<file path="src/rtl/seg7_pkg.sv">
// Shared definitions for the seven-segment monitor: segment patterns,
// error codes, FSM states and the registered sample payload.
package seg7_pkg;

    localparam int unsigned SEG_W     = 7;
    localparam int unsigned AN_W      = 2;
    localparam int unsigned VAL_W     = 4;
    localparam int unsigned ERR_CNT_W = 8;

    // Active-low patterns, bit order {g,f,e,d,c,b,a}
    localparam logic [SEG_W-1:0] SEG_0     = 7'h40;
    localparam logic [SEG_W-1:0] SEG_1     = 7'h79;
    localparam logic [SEG_W-1:0] SEG_2     = 7'h24;
    localparam logic [SEG_W-1:0] SEG_3     = 7'h30;
    localparam logic [SEG_W-1:0] SEG_4     = 7'h19;
    localparam logic [SEG_W-1:0] SEG_5     = 7'h12;
    localparam logic [SEG_W-1:0] SEG_6     = 7'h02;
    localparam logic [SEG_W-1:0] SEG_7     = 7'h78;
    localparam logic [SEG_W-1:0] SEG_8     = 7'h00;
    localparam logic [SEG_W-1:0] SEG_9     = 7'h10;
    localparam logic [SEG_W-1:0] SEG_A     = 7'h08;
    localparam logic [SEG_W-1:0] SEG_B     = 7'h03;
    localparam logic [SEG_W-1:0] SEG_C     = 7'h46;
    localparam logic [SEG_W-1:0] SEG_D     = 7'h21;
    localparam logic [SEG_W-1:0] SEG_E     = 7'h06;
    localparam logic [SEG_W-1:0] SEG_F     = 7'h0E;
    localparam logic [SEG_W-1:0] SEG_BLANK = 7'h7F;

    localparam logic [AN_W-1:0] AN_NONE = 2'b11;
    localparam logic [AN_W-1:0] AN_BOTH = 2'b00;
    localparam logic [AN_W-1:0] AN_DIG1 = 2'b01;

    typedef enum logic [1:0] {
        ERR_NONE       = 2'b00,
        ERR_PATTERN    = 2'b01,
        ERR_CONTENTION = 2'b10
    } err_code_e;

    typedef enum logic [1:0] {
        ST_IDLE   = 2'b00,
        ST_TRACK  = 2'b01,
        ST_LOCKED = 2'b10
    } state_e;

    typedef struct packed {
        logic [SEG_W-1:0] seg;
        logic [AN_W-1:0]  anode;
    } sample_t;

    // Blank segments or no digit selected: nothing is being displayed
    function automatic logic is_quiet(input sample_t s);
        return (s.seg == SEG_BLANK) || (s.anode == AN_NONE);
    endfunction

endpackage

</file>
<file path="src/rtl/seg7_decode.sv">
// Inverse seven-segment decoder.
//   seg   : active-low segment pattern {g,f,e,d,c,b,a}
//   legal : pattern is one of the 16 hex glyphs
//   value : decoded hex value (0 when not legal)
module seg7_decode
    import seg7_pkg::*;
(
    input  logic [SEG_W-1:0] seg,
    output logic             legal,
    output logic [VAL_W-1:0] value
);

    always_comb begin
        legal = 1'b1;
        value = '0;
        case (seg)
            SEG_0:   value = 4'h0;
            SEG_1:   value = 4'h1;
            SEG_2:   value = 4'h2;
            SEG_3:   value = 4'h3;
            SEG_4:   value = 4'h4;
            SEG_5:   value = 4'h5;
            SEG_6:   value = 4'h6;
            SEG_7:   value = 4'h7;
            SEG_8:   value = 4'h8;
            SEG_9:   value = 4'h9;
            SEG_A:   value = 4'hA;
            SEG_B:   value = 4'hB;
            SEG_C:   value = 4'hC;
            SEG_D:   value = 4'hD;
            SEG_E:   value = 4'hE;
            SEG_F:   value = 4'hF;
            default: legal = 1'b0;
        endcase
    end

endmodule

</file>
<file path="src/rtl/seg7_monitor.sv">
// Seven-segment display self-checker. Waits for a displayed pattern to be
// stable for STABLE_CYCLES samples, then reports the decoded digit or an
// error (illegal pattern / anode contention) with a one-cycle pulse.
//   clk, reset (sync, active-low)
//   seg[6:0], anode[1:0] : observed display nets (active-low)
//   digit_valid/digit_idx/digit_val : captured digit pulse
//   last_val0/last_val1             : latest value seen per digit
//   err_pulse/err_code/err_count    : error pulse, sticky type, saturating count
module seg7_monitor
    import seg7_pkg::*;
#(
    parameter int unsigned STABLE_CYCLES = 4
) (
    input  logic                 clk,
    input  logic                 reset,
    input  logic [SEG_W-1:0]     seg,
    input  logic [AN_W-1:0]      anode,
    output logic                 digit_valid,
    output logic                 digit_idx,
    output logic [VAL_W-1:0]     digit_val,
    output logic [VAL_W-1:0]     last_val0,
    output logic [VAL_W-1:0]     last_val1,
    output logic                 err_pulse,
    output logic [1:0]           err_code,
    output logic [ERR_CNT_W-1:0] err_count
);

    localparam int unsigned CNT_W = $clog2(STABLE_CYCLES + 1);

    state_e           state, state_n;
    logic [CNT_W-1:0] cnt, cnt_n;
    sample_t          samp, cur_c;
    logic             quiet_c, same_c, fire_c;
    logic             legal_c;
    logic [VAL_W-1:0] dec_val_c;
    logic             rep_digit_c, rep_pat_c, rep_cont_c;

    always_comb begin
        cur_c.seg   = seg;
        cur_c.anode = anode;
    end

    assign quiet_c = is_quiet(cur_c);
    assign same_c  = (cur_c == samp);

    seg7_decode u_decode (
        .seg   (seg),
        .legal (legal_c),
        .value (dec_val_c)
    );

    // State, stability counter and previous-sample register
    always_ff @(posedge clk) begin
        if (!reset) begin
            state      <= ST_IDLE;
            cnt        <= '0;
            samp.seg   <= SEG_BLANK;
            samp.anode <= AN_NONE;
        end else begin
            state <= state_n;
            cnt   <= cnt_n;
            samp  <= cur_c;
        end
    end

    // Next-state: fire_c marks the edge taking the last required stable sample
    always_comb begin
        state_n = state;
        cnt_n   = cnt;
        fire_c  = 1'b0;
        if (quiet_c) begin
            state_n = ST_IDLE;
            cnt_n   = '0;
        end else if (!same_c) begin
            state_n = ST_TRACK;
            cnt_n   = CNT_W'(1);
        end else begin
            case (state)
                ST_LOCKED: begin
                    state_n = ST_LOCKED;
                end
                ST_TRACK: begin
                    cnt_n = cnt + CNT_W'(1);
                    if (cnt_n == CNT_W'(STABLE_CYCLES)) begin
                        state_n = ST_LOCKED;
                        fire_c  = 1'b1;
                    end
                end
                default: begin
                    // Unreachable: IDLE always holds a quiet sample
                    state_n = ST_TRACK;
                    cnt_n   = CNT_W'(1);
                end
            endcase
        end
    end

    // Classify the report; fire_c implies non-quiet, so anode is never 2'b11
    always_comb begin
        rep_digit_c = 1'b0;
        rep_pat_c   = 1'b0;
        rep_cont_c  = 1'b0;
        if (fire_c) begin
            if (anode == AN_BOTH) begin
                rep_cont_c = 1'b1;
            end else if (!legal_c) begin
                rep_pat_c = 1'b1;
            end else begin
                rep_digit_c = 1'b1;
            end
        end
    end

    // Registered outputs
    always_ff @(posedge clk) begin
        if (!reset) begin
            digit_valid <= 1'b0;
            digit_idx   <= 1'b0;
            digit_val   <= '0;
            last_val0   <= '0;
            last_val1   <= '0;
            err_pulse   <= 1'b0;
            err_code    <= ERR_NONE;
            err_count   <= '0;
        end else begin
            digit_valid <= rep_digit_c;
            err_pulse   <= rep_pat_c | rep_cont_c;
            if (rep_digit_c) begin
                digit_idx <= (anode == AN_DIG1);
                digit_val <= dec_val_c;
                if (anode == AN_DIG1) begin
                    last_val1 <= dec_val_c;
                end else begin
                    last_val0 <= dec_val_c;
                end
            end
            if (rep_pat_c) begin
                err_code <= ERR_PATTERN;
            end
            if (rep_cont_c) begin
                err_code <= ERR_CONTENTION;
            end
            if ((rep_pat_c || rep_cont_c) && (err_count != '1)) begin
                err_count <= err_count + ERR_CNT_W'(1);
            end
        end
    end

endmodule

</file>
<file path="config.mk">
export PLATFORM = sky130hd
export DESIGN_NAME = seg7_monitor
export DESIGN_NICKNAME = d
export VERILOG_FILES = /design/src/rtl/seg7_pkg.sv /design/src/rtl/seg7_decode.sv /design/src/rtl/seg7_monitor.sv
export SDC_FILE = /design/constraint.sdc
export NUM_CORES = 1
export LEC_CHECK = 0
export BUFFER_PORTS_ARGS = -buffer_cell sky130_fd_sc_hd__buf_2
export CAP_MARGIN = 0
export CORE_ASPECT_RATIO = 0.7
export CORE_UTILIZATION = 45
export CTS_CLUSTER_DIAMETER = 100
export DETAILED_ROUTE_END_ITERATION = 16
export HOLD_SLACK_MARGIN = 0.06
export PLACE_DENSITY = 0.74
export SYNTH_ARGS = -nofsm -noshare
export SYNTH_HDL_FRONTEND = slang
export SYNTH_SLANG_ARGS = --single-unit
</file>
<file path="constraint.sdc">
create_clock -name clk -period 5.3 [get_ports clk]
set_clock_uncertainty 0.1 [all_clocks]
set_input_delay 0 -clock clk [delete_from_list [all_inputs] [get_ports clk]]
set_output_delay 0 -clock clk [all_outputs]
set_load 0.005 [all_outputs]
</file>
After elaboration in Yosys (flattened, before gate mapping)
Index checks and enable logic that the tools add are counted.
{"block": "op_classes", "n_addsub": 2, "n_eq_ne": 26, "n_mux": 21, "n_bitwise": 4, "reduce_logical": 12}
{"op": "case mux 4 bit (15 select lines)", "count": 1}
{"op": "== test 7 bit, second input constant", "count": 5}
{"op": "== test 7 x 5 -> 1 bit, second input constant", "count": 3}
{"op": "== test 7 x 6 -> 1 bit, second input constant", "count": 3}
{"op": "OR reduction 16 bit", "count": 1}
{"op": "two-way mux 1 bit", "count": 15}
{"op": "== test 7 x 2 -> 1 bit, second input constant", "count": 2}
{"op": "== test 7 x 4 -> 1 bit, second input constant", "count": 2}
{"op": "== test 9 bit", "count": 1}
{"op": "adder 8 x 1 -> 8 bit, second input constant", "count": 1}
{"op": "inequality test 8 bit, second input constant", "count": 1}
{"op": "== test 7 x 3 -> 1 bit, second input constant", "count": 1}
{"op": "logical NOT 7 bit", "count": 1}
{"op": "two-way mux 2 bit", "count": 3}
{"op": "case mux 3 bit (2 select lines)", "count": 1}
{"op": "== test 2 x 1 -> 1 bit, second input constant", "count": 2}
{"op": "== test 2 bit, second input constant", "count": 2}
{"op": "inequality test 2 bit, second input constant", "count": 2}
{"op": "case mux 2 bit (2 select lines)", "count": 1}
{"op": "AND reduction 2 bit", "count": 2}
{"op": "OR reduction 2 bit", "count": 2}
{"op": "adder 3 x 1 -> 3 bit, second input constant", "count": 1}
{"op": "== test 3 bit, second input constant", "count": 1}
{"op": "inequality test 3 bit, second input constant", "count": 1}
{"op": "other kinds (7)", "count": 10}
{"block": "totals", "ff_bits": 39, "word_cells": 80}

Logic depth before layout (Yosys ltp)
Gate-level depths: netlist of the first run.
{"block": "depth", "ltp_word": 9, "ltp_mapped": 9}

By module
Synthesis of the first run repeated with hierarchy kept, for this count alone.
{"block": "unflattened", "cells_unflattened": 248, "area_unflattened_um2": 2154.6}
{"module": "seg7_monitor", "n_inst": 1, "cells_per_inst": 192, "area_each_um2": 1790.5, "seq_area_each_um2": 780.7}
{"module": "seg7_decode", "n_inst": 1, "cells_per_inst": 56, "area_each_um2": 364.1, "seq_area_each_um2": 0.0}

Worst setup path after synthesis of the first run
No wires, ideal clock.
{"block": "synth_path", "path_type": "flip-flop to flip-flop", "from": "register cnt[0]", "to": "register err_count[3]", "setup_ps": 70, "arrival_ps": 1839, "required_ps": 5130, "slack_ps": 3290, "path_stages_with_launch": 9, "period_less_slack_ps": 2010, "cell_sequence": "dfxtp_1 -> ha_1 -> ha_1 -> o2111ai_1 -> nor4_2 -> nand2_1 -> buf_2 -> or4_1 -> a21oi_1"}
{"block": "synth_via", "elab_chain_cells": 9, "elab_cells_between_ends": 10, "classes_between": "add/sub: 1; eq/ne: 1; mux: 6; reduce/logical: 2"}
{"item": "from (decl)", "line": "seg7_monitor.sv:31", "rtl": "logic [CNT_W-1:0] cnt, cnt_n;"}
{"item": "from (signal assigned)", "line": "seg7_monitor.sv:61", "rtl": "cnt <= cnt_n;"}
{"item": "adder 3 x 1 -> 3 bit (*)", "line": "seg7_monitor.sv:83", "rtl": "cnt_n = cnt + CNT_W'(1);"}
{"item": "== test 3 bit (*)", "line": "seg7_monitor.sv:84", "rtl": "if (cnt_n == CNT_W'(STABLE_CYCLES)) begin"}
{"item": "two-way mux 1 bit (*)", "line": "seg7_monitor.sv:84"}
{"item": "two-way mux 1 bit (*)", "line": "seg7_monitor.sv:78", "rtl": "case (state)"}
{"item": "two-way mux 1 bit (*)", "line": "seg7_monitor.sv:74", "rtl": "end else if (!same_c) begin"}
{"item": "two-way mux 1 bit (*)", "line": "seg7_monitor.sv:71", "rtl": "if (quiet_c) begin"}
{"item": "two-way mux 1 bit", "line": "seg7_monitor.sv:103", "rtl": "if (fire_c) begin"}
{"item": "logical OR 1 bit (*)", "line": "seg7_monitor.sv:143", "rtl": "if ((rep_pat_c || rep_cont_c) && (err_count != '1)) begin"}
{"item": "logical AND 1 bit (*)", "line": "seg7_monitor.sv:143"}
{"item": "to (signal assigned)", "line": "seg7_monitor.sv:144", "rtl": "err_count <= err_count + ERR_CNT_W'(1);"}
{"item": "to (decl)", "line": "seg7_monitor.sv:25", "rtl": "output logic [ERR_CNT_W-1:0] err_count"}
Mark *: on every way between the ends. The rest lies on a longest branch, timed or not.
A chain may end at the register's enable or synchronous reset.

Worst setup path after layout of the first run
{"block": "layout_path", "from": "input port seg[3]", "to": "register err_count[4]"}
{"block": "layout_via", "elab_chain_cells": 8, "elab_cells_between_ends": 29, "classes_between": "eq/ne: 17; mux: 7; reduce/logical: 5"}
{"item": "from (decl)", "line": "seg7_monitor.sv:16", "rtl": "input logic [SEG_W-1:0] seg,"}
{"item": "== test 7 bit, or another cell as far along", "line": "seg7_decode.sv:16", "rtl": "case (seg)"}
{"item": "OR reduction 16 bit (no line)"}
{"item": "two-way mux 1 bit", "line": "seg7_decode.sv:16"}
{"item": "two-way mux 1 bit", "line": "seg7_monitor.sv:106", "rtl": "end else if (!legal_c) begin"}
{"item": "two-way mux 1 bit", "line": "seg7_monitor.sv:104", "rtl": "if (anode == AN_BOTH) begin"}
{"item": "two-way mux 1 bit", "line": "seg7_monitor.sv:103"}
{"item": "logical OR 1 bit (*)", "line": "seg7_monitor.sv:143"}
{"item": "logical AND 1 bit (*)", "line": "seg7_monitor.sv:143"}
Marked as above.

==> results of run 1 <==
## power by group through the flow
| stage | clock, mW | sequential, mW | combinational [mW] |
|---|---|---|---|
| after floorplan | 0 | 0.306 | 0.0489 |
| after global placement | 0 | 0.306 | 0.0548 |
| after detailed placement | 0 | 0.307 | 0.0556 |
| after CTS | 0.258 | 0.300 | 0.0630 |
| after global routing | 0.269 | 0.300 | 0.0702 |
| final | 0.252 | 0.300 | 0.0634 |
## cells in the final DEF, fill, tap and decap left out, types with 2 or more instances in the layout
master,count
a211o_1,2
a21oi_1,13
and3_1,3
buf_2,35
clkbuf_8,5
dfxtp_1,39
dlygate4sd3_1,13
ha_1,5
inv_1,8
mux2i_1,13
nand2_1,26
nand2b_1,12
nand3_1,9
nand3b_1,2
nand4_1,4
nor2_1,12
nor3_1,5
nor3b_1,2
nor4_1,2
o21ai_0,7
o22ai_1,2
o31ai_1,8
or3_1,2
or4_1,5
xnor2_1,10
## worst max-delay path, cell delays in order
cell           delay [ps]
dlygate4sd3_1         520
buf_2                 300
xnor2_1               170
nand3_1               150
nor4_2                490
nand2_1               330
or4_1                 550
a21oi_1               150
## cell type report
type,count,share of cell area
clock inverter,3,0.0189
tap,55,0.0281
sequential,39,0.319
inverter,8,0.0123
multi-input combinational,171,0.470
timing repair buffer,48,0.125
clock buffer,5,0.0281
## per-stage QoR
stage	total power, mW	utilization	worst slack, ps	std cells	hold slack (ps)
6_report	0.615	0.560	2760	329	365
5_1_grt	0.639	0.560	2580	329	380
4_1_cts	0.620	0.560	2790	329	367
3_5_place_dp	0.362	0.504	2880	308	207
3_3_place_gp	0.361	0.504	2990	308	196
2_1_floorplan	0.355	-	3290	237	98.2
## state kept, by name, summed over array words and instances (netlist names)
| register | flops |
|---|---|
| cnt | 3 |
| digit_idx | 1 |
| digit_val | 4 |
| digit_valid | 1 |
| err_code | 2 |
| err_count | 8 |
| err_pulse | 1 |
| last_val0 | 4 |
| last_val1 | 4 |
| samp | 9 |
| state | 2 |
## worst max path at each step
stage	startpoint	end	slack [ps]	depth (start not counted)
2_1_floorplan	cnt[0]	err_count[3]	3290	8
3_3_place_gp	cnt[0]	err_count[4]	2990	7
3_5_place_dp	cnt[0]	err_count[4]	2880	7
4_1_cts	seg[0]	err_count[4]	2790	8
5_1_grt	seg[0]	err_count[4]	2580	8
6_report	seg[3]	err_count[4]	2760	8
## per-layer routing
metal  track usage  vias to the layer above  part of all wire
met3        0.0617                        2             0.051
met4        0.0493                        0            0.0032
li1              -                      920                 -
met2         0.287                       40              0.44
met1         0.250                      819              0.50
met5             0                        -                 0
## cells by family after synthesis
| group | synth area share |
|---|---|
| and+or+nand+nor | 0.245 |
| AOI/OAI and AO/OA | 0.164 |
| xor gates and xnor gates | 0.0464 |
| DFF | 0.376 |
| adders and majority gates | 0.0301 |
| buffers and inverters | 0.0699 |
| muxes | 0.0681 |
==> out/metrics.cfg, run 1 <==
[power]
intPower_mw=0.466
p_per_area_nw_per_um2=251
p_seq_frac=0.487
pwr-share-clk=0.410
switchingPower_mw=0.149
swShare=0.243
ir_worst_vdd_mv=0.148
p_comb_frac=0.103
p_leak_nw=1.04

[synthesis]
yosysTopAreaCell=dfxtp_1
synth_commonest_cells=dfxtp_1 (39), nand2_1 (26), a21oi_1 (13), mux2i_1 (13)
synth-main-ff-cell=dfxtp_1
yosysMostFrequentCell=dfxtp_1
synth_area_leaders=dfxtp_1 (38%), mux2i_1 (6.3%), nand2_1 (4.7%), xnor2_1 (4.2%), nand2b_1 (3.6%)
ys_warn_count=0
synth.cell_area_sq_um=2080
yosysTopAreaCellShare=0.376
ys_seq_elements=39
synth_cell_types=53
synth_edf_count=0
syn_avg_cell_area_sq_um=8.76
syn_inst=237
synthArstFlopShare=0
yosysSeqAreaShare=0.376
syn-num-nets=253

[clock_tree]
cts_resized=0
ctsHoldBuffers=13
path_clk_slew_ps=80
root_buffer=clkbuf_8
cts_tree=done
worstSkewPairLatency_ps=300
cts_buffers=5
post-cts-setup-buffer-count=0
htreeDepth=2
clockBufferDepth=2
clock-sinks=39

[sta]
fin_setup_tns_ps=0
final-hold-violation-count=0
rsz0062_at_grt=false
period_share=0.479
timing.final.max_slew_violations=0
finalSetupViolCount=0
tightest_slew_ps=602
fin_crit_ps=2540
relSlewSlack=0.596
fmax_mhz=394

[grt]
grt_pass1_wl_um=7210
grt_usage=0.185
grt_max_degree=31
grt_pass1_vias=1590
grt_antenna_before_repair=0
overflow=0

[die]
row_count=20
start_util=0.474
die_w_um=83.2
ioPinCount=36
core_sq_um=4380
die_h_um=58.8
dieArea_sq_um=4900

[finish]
fin_nets=289
ff_latch_area_sq_um=781
drive_gt1_frac=0.193
num_antenna_cells=0
final_area_sq_um=2450
multi_input_area_sq_um=1150
n_fill_cell=386
area_delta_synth_final_pct=18.0

[flow_run]
maxCapViolCount=0

[place]
place_hpwl_um=2980
io_buffer_count=35
gp_congestion=0.772
place_area_sq_um=2210

[worst_hold_path]
worstHoldEndpoint=digit_val[1]
min_path_type=flip-flop to flip-flop
worstHoldPathCells=2
min_from=digit_val[1]

[route]
drtIter0Drc=114
vias_per_cell=5.41
wl_um=4340
drt_first_pass_iters=4
wl_per_cell_um=13.2
vias=1781
ant_nets=0
drc_errors=0

[critical_path]
crit_path_start_kind=input port
reg2regPathDepth=7
crit_path_end_kind=flip-flop
cp.arrival_ps=2660
r2r-end=err_count[4]
regToRegSetupSlack_ps=2850
critPathMaxFanout=19
required_ps=5420
criticalPathCategory=input port to flip-flop
worst_r2r_startpoint=cnt[0]

[status]
status=finished clean

(Power assumes the default switching activity.)
==> inputs of run 2 (changes only) <==
PLACE_DENSITY = 0.77   (was 0.74)
clock period = 2.1 ns   (was 5.3 ns; I/O delays follow)
==> out/metrics.cfg, run 2 (same netlist as run 1, synthesis figures left out) <==
[grt]
grt_pass1_vias=1667
grt_max_degree=31
grt_antenna_before_repair=0
overflow=0
grt_pass1_wl_um=7580
grt_usage=0.195

[critical_path]
worst_r2r_startpoint=cnt[0]
reg2regPathDepth=8
crit_path_start_kind=input port
critPathMaxFanout=7
criticalPathCategory=input port to flip-flop
cp.arrival_ps=2090
regToRegSetupSlack_ps=100
required_ps=2170
r2r-end=digit_idx
crit_path_end_kind=flip-flop

[die]
dieArea_sq_um=4900
row_count=20
start_util=0.474
die_h_um=58.8
die_w_um=83.2
core_sq_um=4380
ioPinCount=36

[power]
ir_worst_vdd_mv=0.440
p_per_area_nw_per_um2=571
p_leak_nw=1.09

[place]
place_area_sq_um=2300
gp_congestion=0.812
place_hpwl_um=3160
io_buffer_count=35

[clock_tree]
worstSkewPairLatency_ps=290
clock-sinks=39
cts_tree=done
htreeDepth=2
path_clk_slew_ps=70
clockBufferDepth=2
root_buffer=clkbuf_8
cts_resized=0
cts_buffers=5

[finish]
fin_nets=301
mostFrequentLayoutCells=dfxtp_1 (39), buf_2 (35), nand2_1 (26)
n_fill_cell=378
reg_top3=samp: 9 flops, err_count: 8 flops
num_antenna_cells=0
mostFrequentLayoutCell=dfxtp_1
area_delta_synth_final_pct=21.6
regMostFlops=samp
final_area_sq_um=2530
drive_gt1_frac=0.225
largest_reg_flops=9

[route]
ant_nets=0
wl_um=4600
wl_per_cell_um=13.5
drc_errors=0
drt_first_pass_iters=6
vias=1879
drtIter0Drc=130
vias_per_cell=5.53

[sta]
timing.final.max_slew_violations=0
final-hold-violation-count=0
fmax_mhz=495
relSlewSlack=0.651
tightest_slew_ps=520
holdWs_ps=91.6
rsz0062_at_grt=true
period_share=0.962
finalSetupViolCount=0
fin_crit_ps=2020

[worst_hold_path]
min_path_type=input port to flip-flop
min_from=seg[6]
worstHoldEndpoint=samp[8]
worstHoldPathCells=3

[status]
status=finished clean

[flow_run]
maxCapViolCount=0

[run 2: cell types whose count changed in the layout (fill, tap and decap cells not counted), sizes merged]
cell / change
buf: +12
bufinv: -1
clkbuf: +1
clkinv: +1
clkinvlp: -1
inv: -1
[run 2: worst max-delay path, cell delays in order]
cell and delay (ps):
dlygate4sd3_1 530, buf_2 180, xnor2_1 150, nand4_1 160
nor4_2 280, buf_4 180, a21boi_2 210, nand2_1 210
nor3b_1 200
[run 2: worst max-delay path by stage]
stage / endpoint / cells past startpoint / startpoint
global route: digit_val[0] / 9 / anode[0]
global placement: err_count[5] / 8 / seg[3]
finish: digit_idx / 9 / anode[0]
detailed placement: err_count[4] / 8 / seg[3]
CTS: digit_idx / 9 / anode[0]
floorplan: err_count[3] / 8 / cnt[0]
[run 2: area by class of cell]
| type | instances | area, sq um | share of cell area |
|---|---|---|---|
| clock inverter | 1 | 5.00 | 0.00198 |
| clock buffer | 6 | 82.6 | 0.0327 |
| tap | 55 | 68.8 | 0.0272 |
| multi-input combinational | 171 | 1150 | 0.456 |
| sequential | 39 | 781 | 0.309 |
| timing repair buffer | 60 | 408 | 0.161 |
| inverter | 8 | 30.0 | 0.0119 |
[run 2: layer usage]
metal	global-route usage	vias up	wire, um
met5	0	-	0
met4	0.0690	0	32
met3	0.0491	7	263
met2	0.295	54	1960
met1	0.273	881	2340
li1	-	937	-
[run 2: where the power goes]
group | internal (mW) | switching [mW]
Clock | 0.258 | 0.253
Combinational | 0.0773 | 0.0972
Sequential | 0.751 | 0.00550
[run 2: per-stage QoR]
step           utilization  setup WS (ps)  power, mW  instances  setup TNS, ps
2_1_floorplan            -           90.3      0.896        237              0
3_3_place_gp         0.525           5.36      0.923        319              0
3_5_place_dp         0.525           1.38      0.927        319              0
4_1_cts              0.575           69.7       1.45        339              0
5_1_grt              0.577          -66.3       1.50        340           -547
6_report             0.577           80.8       1.44        340              0
[run 2: timing repair]
item                       4_1_cts  5_1_grt
hold buffers                    13        0
setup endpoints to repair        0       17
hold endpoints to repair        11        0
setup buffers                    0        1
==> inputs of run 3 (changes only) <==
ABC_AREA = 1   (was unset)
PLACE_DENSITY = 0.71   (was 0.77)
==> out/metrics.cfg, run 3 <==
[status]
status=finished clean

[synthesis]
syn_inst=312
ys_warn_count=0
synth_commonest_cells=nand2_1 (85), inv_1 (55), nor2_1 (40), dfxtp_1 (39), a21oi_1 (19)
yosysMostFrequentCell=nand2_1
yosysTopAreaCellShare=0.380
synthArstFlopShare=0
yosysSeqAreaShare=0.380
synth_area_leaders=dfxtp_1 (38%), nand2_1 (16%), inv_1 (10%), nor2_1 (7.3%), a21oi_1 (4.6%)
synth.cell_area_sq_um=2050
synth_cell_types=25
yosysTopAreaCell=dfxtp_1
ys_seq_elements=39
synth-main-ff-cell=dfxtp_1
syn-num-nets=328
syn_avg_cell_area_sq_um=6.58
synth_edf_count=0

[route]
ant_nets=0
drt_first_pass_iters=4
wl_um=4640
vias_per_cell=4.73
drc_errors=0
wl_per_cell_um=10.9
vias=2007
drtIter0Drc=148

[critical_path]
cp.arrival_ps=2050
max_stage_delay_ps=530
slowest_stage=dlygate4sd3_1
required_ps=2190
r2r-end=err_count[0]
crit_path_end_kind=flip-flop
crit_path_start_kind=input port
critPathMaxFanout=13
worst_r2r_startpoint=err_count[0]
path_cells=dlygate4sd3_1 > buf_2 > inv_1 > nand2_2 > nor2_4 > nand2_1 > nand2_1 > nor2_2 > nand2_2 > nor2_4 > nand2_2 > nand2_8 > nand2_1 > o21ai_0 > nor2_1
regToRegSetupSlack_ps=270
criticalPathCategory=input port to flip-flop
reg2regPathDepth=9

[sta]
relSlewSlack=0.793
period_share=0.933
tightest_slew_ps=308
timing.final.max_slew_violations=0
fmax_mhz=511
final-hold-violation-count=0
finalSetupViolCount=0
fin_crit_ps=1960

[grt]
grt_pass1_wl_um=7270
grt_usage=0.195
grt_pass1_vias=1738
grt_antenna_before_repair=0
overflow=0
grt_max_degree=31

[power]
p_leak_nw=1.29
ir_worst_vdd_mv=0.390
power_mw=1.55
p_per_area_nw_per_um2=593

[die]
start_util=0.471
die_w_um=82.7
row_count=20
die_h_um=58.5
ioPinCount=36
core_sq_um=4350
dieArea_sq_um=4840

[clock_tree]
path_clk_slew_ps=90
cts_buffers=5
htreeDepth=2
clockBufferDepth=2
root_buffer=clkbuf_8
worstSkewPairLatency_ps=300
cts_tree=done
clock-sinks=39

[place]
place_hpwl_um=3180
place_area_sq_um=2290
gp_congestion=0.820
io_buffer_count=35

[finish]
drive_gt1_frac=0.195
final_area_sq_um=2620
area_delta_synth_final_pct=27.6
reg_top3=samp: 9 flops, err_count: 8 flops
mostFrequentLayoutCells=nand2_1 (84), inv_1 (53), dfxtp_1 (39)
largest_reg_flops=9
fin_nets=384
mostFrequentLayoutCell=nand2_1
regMostFlops=samp
num_antenna_cells=0

[worst_hold_path]
min_path_type=flip-flop to flip-flop
worstHoldEndpoint=last_val0[3]
worstHoldPathCells=2
min_from=last_val0[3]

[flow_run]
maxCapViolCount=0

-- run 3: cell count changes in the layout (fill, tap and decap cells not counted), moves of 8 or more --
cell / before / now
nand2_1: 26 / 84
inv_1: 8 / 53
nor2_1: 12 / 38
mux2i_1: 13 / 0
nand2b_1: 12 / 0
buf_4: 11 / 3
o31ai_1: 8 / 0
-- run 3: cells by family after synthesis --
| kind of cell | count (synthesis) | share of synthesized area |
|---|---|---|
| AO/OA/AOI/OAI | 37 | 0.0945 |
| XOR/XNOR | 3 | 0.0128 |
| adder cells (fa/ha/maj) | 5 | 0.0305 |
| buffers and inverters | 62 | 0.120 |
| flip-flops | 39 | 0.380 |
| AND/OR/NAND/NOR | 166 | 0.362 |
-- run 3: power breakdown --
part	internal, mW	switching [mW]	total (mW)
sequential	0.751	0.00599	0.757
clock	0.354	0.289	0.643
combinational	0.0615	0.0905	0.152
-- run 3: area by class of cell --
class / count / area [sq um]
repair buffers: 54 / 368
well taps: 55 / 68.8
flip-flops and latches: 39 / 781
multi-input cells: 211 / 1070
clock buffers: 5 / 68.8
inverters: 57 / 214
clock inverters: 3 / 43.8
fillers: 423 / 1740
-- run 3: worst max-delay path by stage --
stage	from	to	depth (start not counted)
after CTS	seg[5]	last_val1[3]	14
after global routing	seg[0]	err_count[0]	15
final	seg[4]	err_count[0]	15
after detailed placement	cnt[0]	err_count[0]	9
after global placement	err_count[0]	err_count[1]	9
after floorplan	cnt[0]	err_count[6]	10
-- run 3: timing repair --
action,in CTS,in global routing
endpoints found under the hold margin,20,0
gates resized for setup,0,12
buffers inserted,0,1
setup endpoints to repair,0,21
hold buffers,15,0
-- run 3: critical path, delay by kind of cell --
kind	cells	cell delay, ps
AND/OR/NAND/NOR	11	1160
buffers and inverters	3	750
AO/OA/AOI/OAI	1	150
-- run 3: metrics by stage --
stage                     utilization  TNS (ps)  worst slack (ps)  hold slack (ps)  std cells
after floorplan                     -         0               439            -6.69        312
after global placement          0.525         0               291              172        400
after detailed placement        0.525         0               251              178        400
after CTS                       0.586         0              27.4              348        423
after global routing            0.601     -38.2             -30.6              366        424
final                           0.601         0               142              350        424
-- run 3: per-layer routing --
metal  GRT usage  wire length (um)  part of all wire  vias up
li1            -                 -                 -     1078
met1       0.263              2330              0.50      876
met2       0.316              2070              0.45       48
met3      0.0434               207             0.045        5
met4      0.0493                29            0.0063        0
met5           0                 0                 0        -
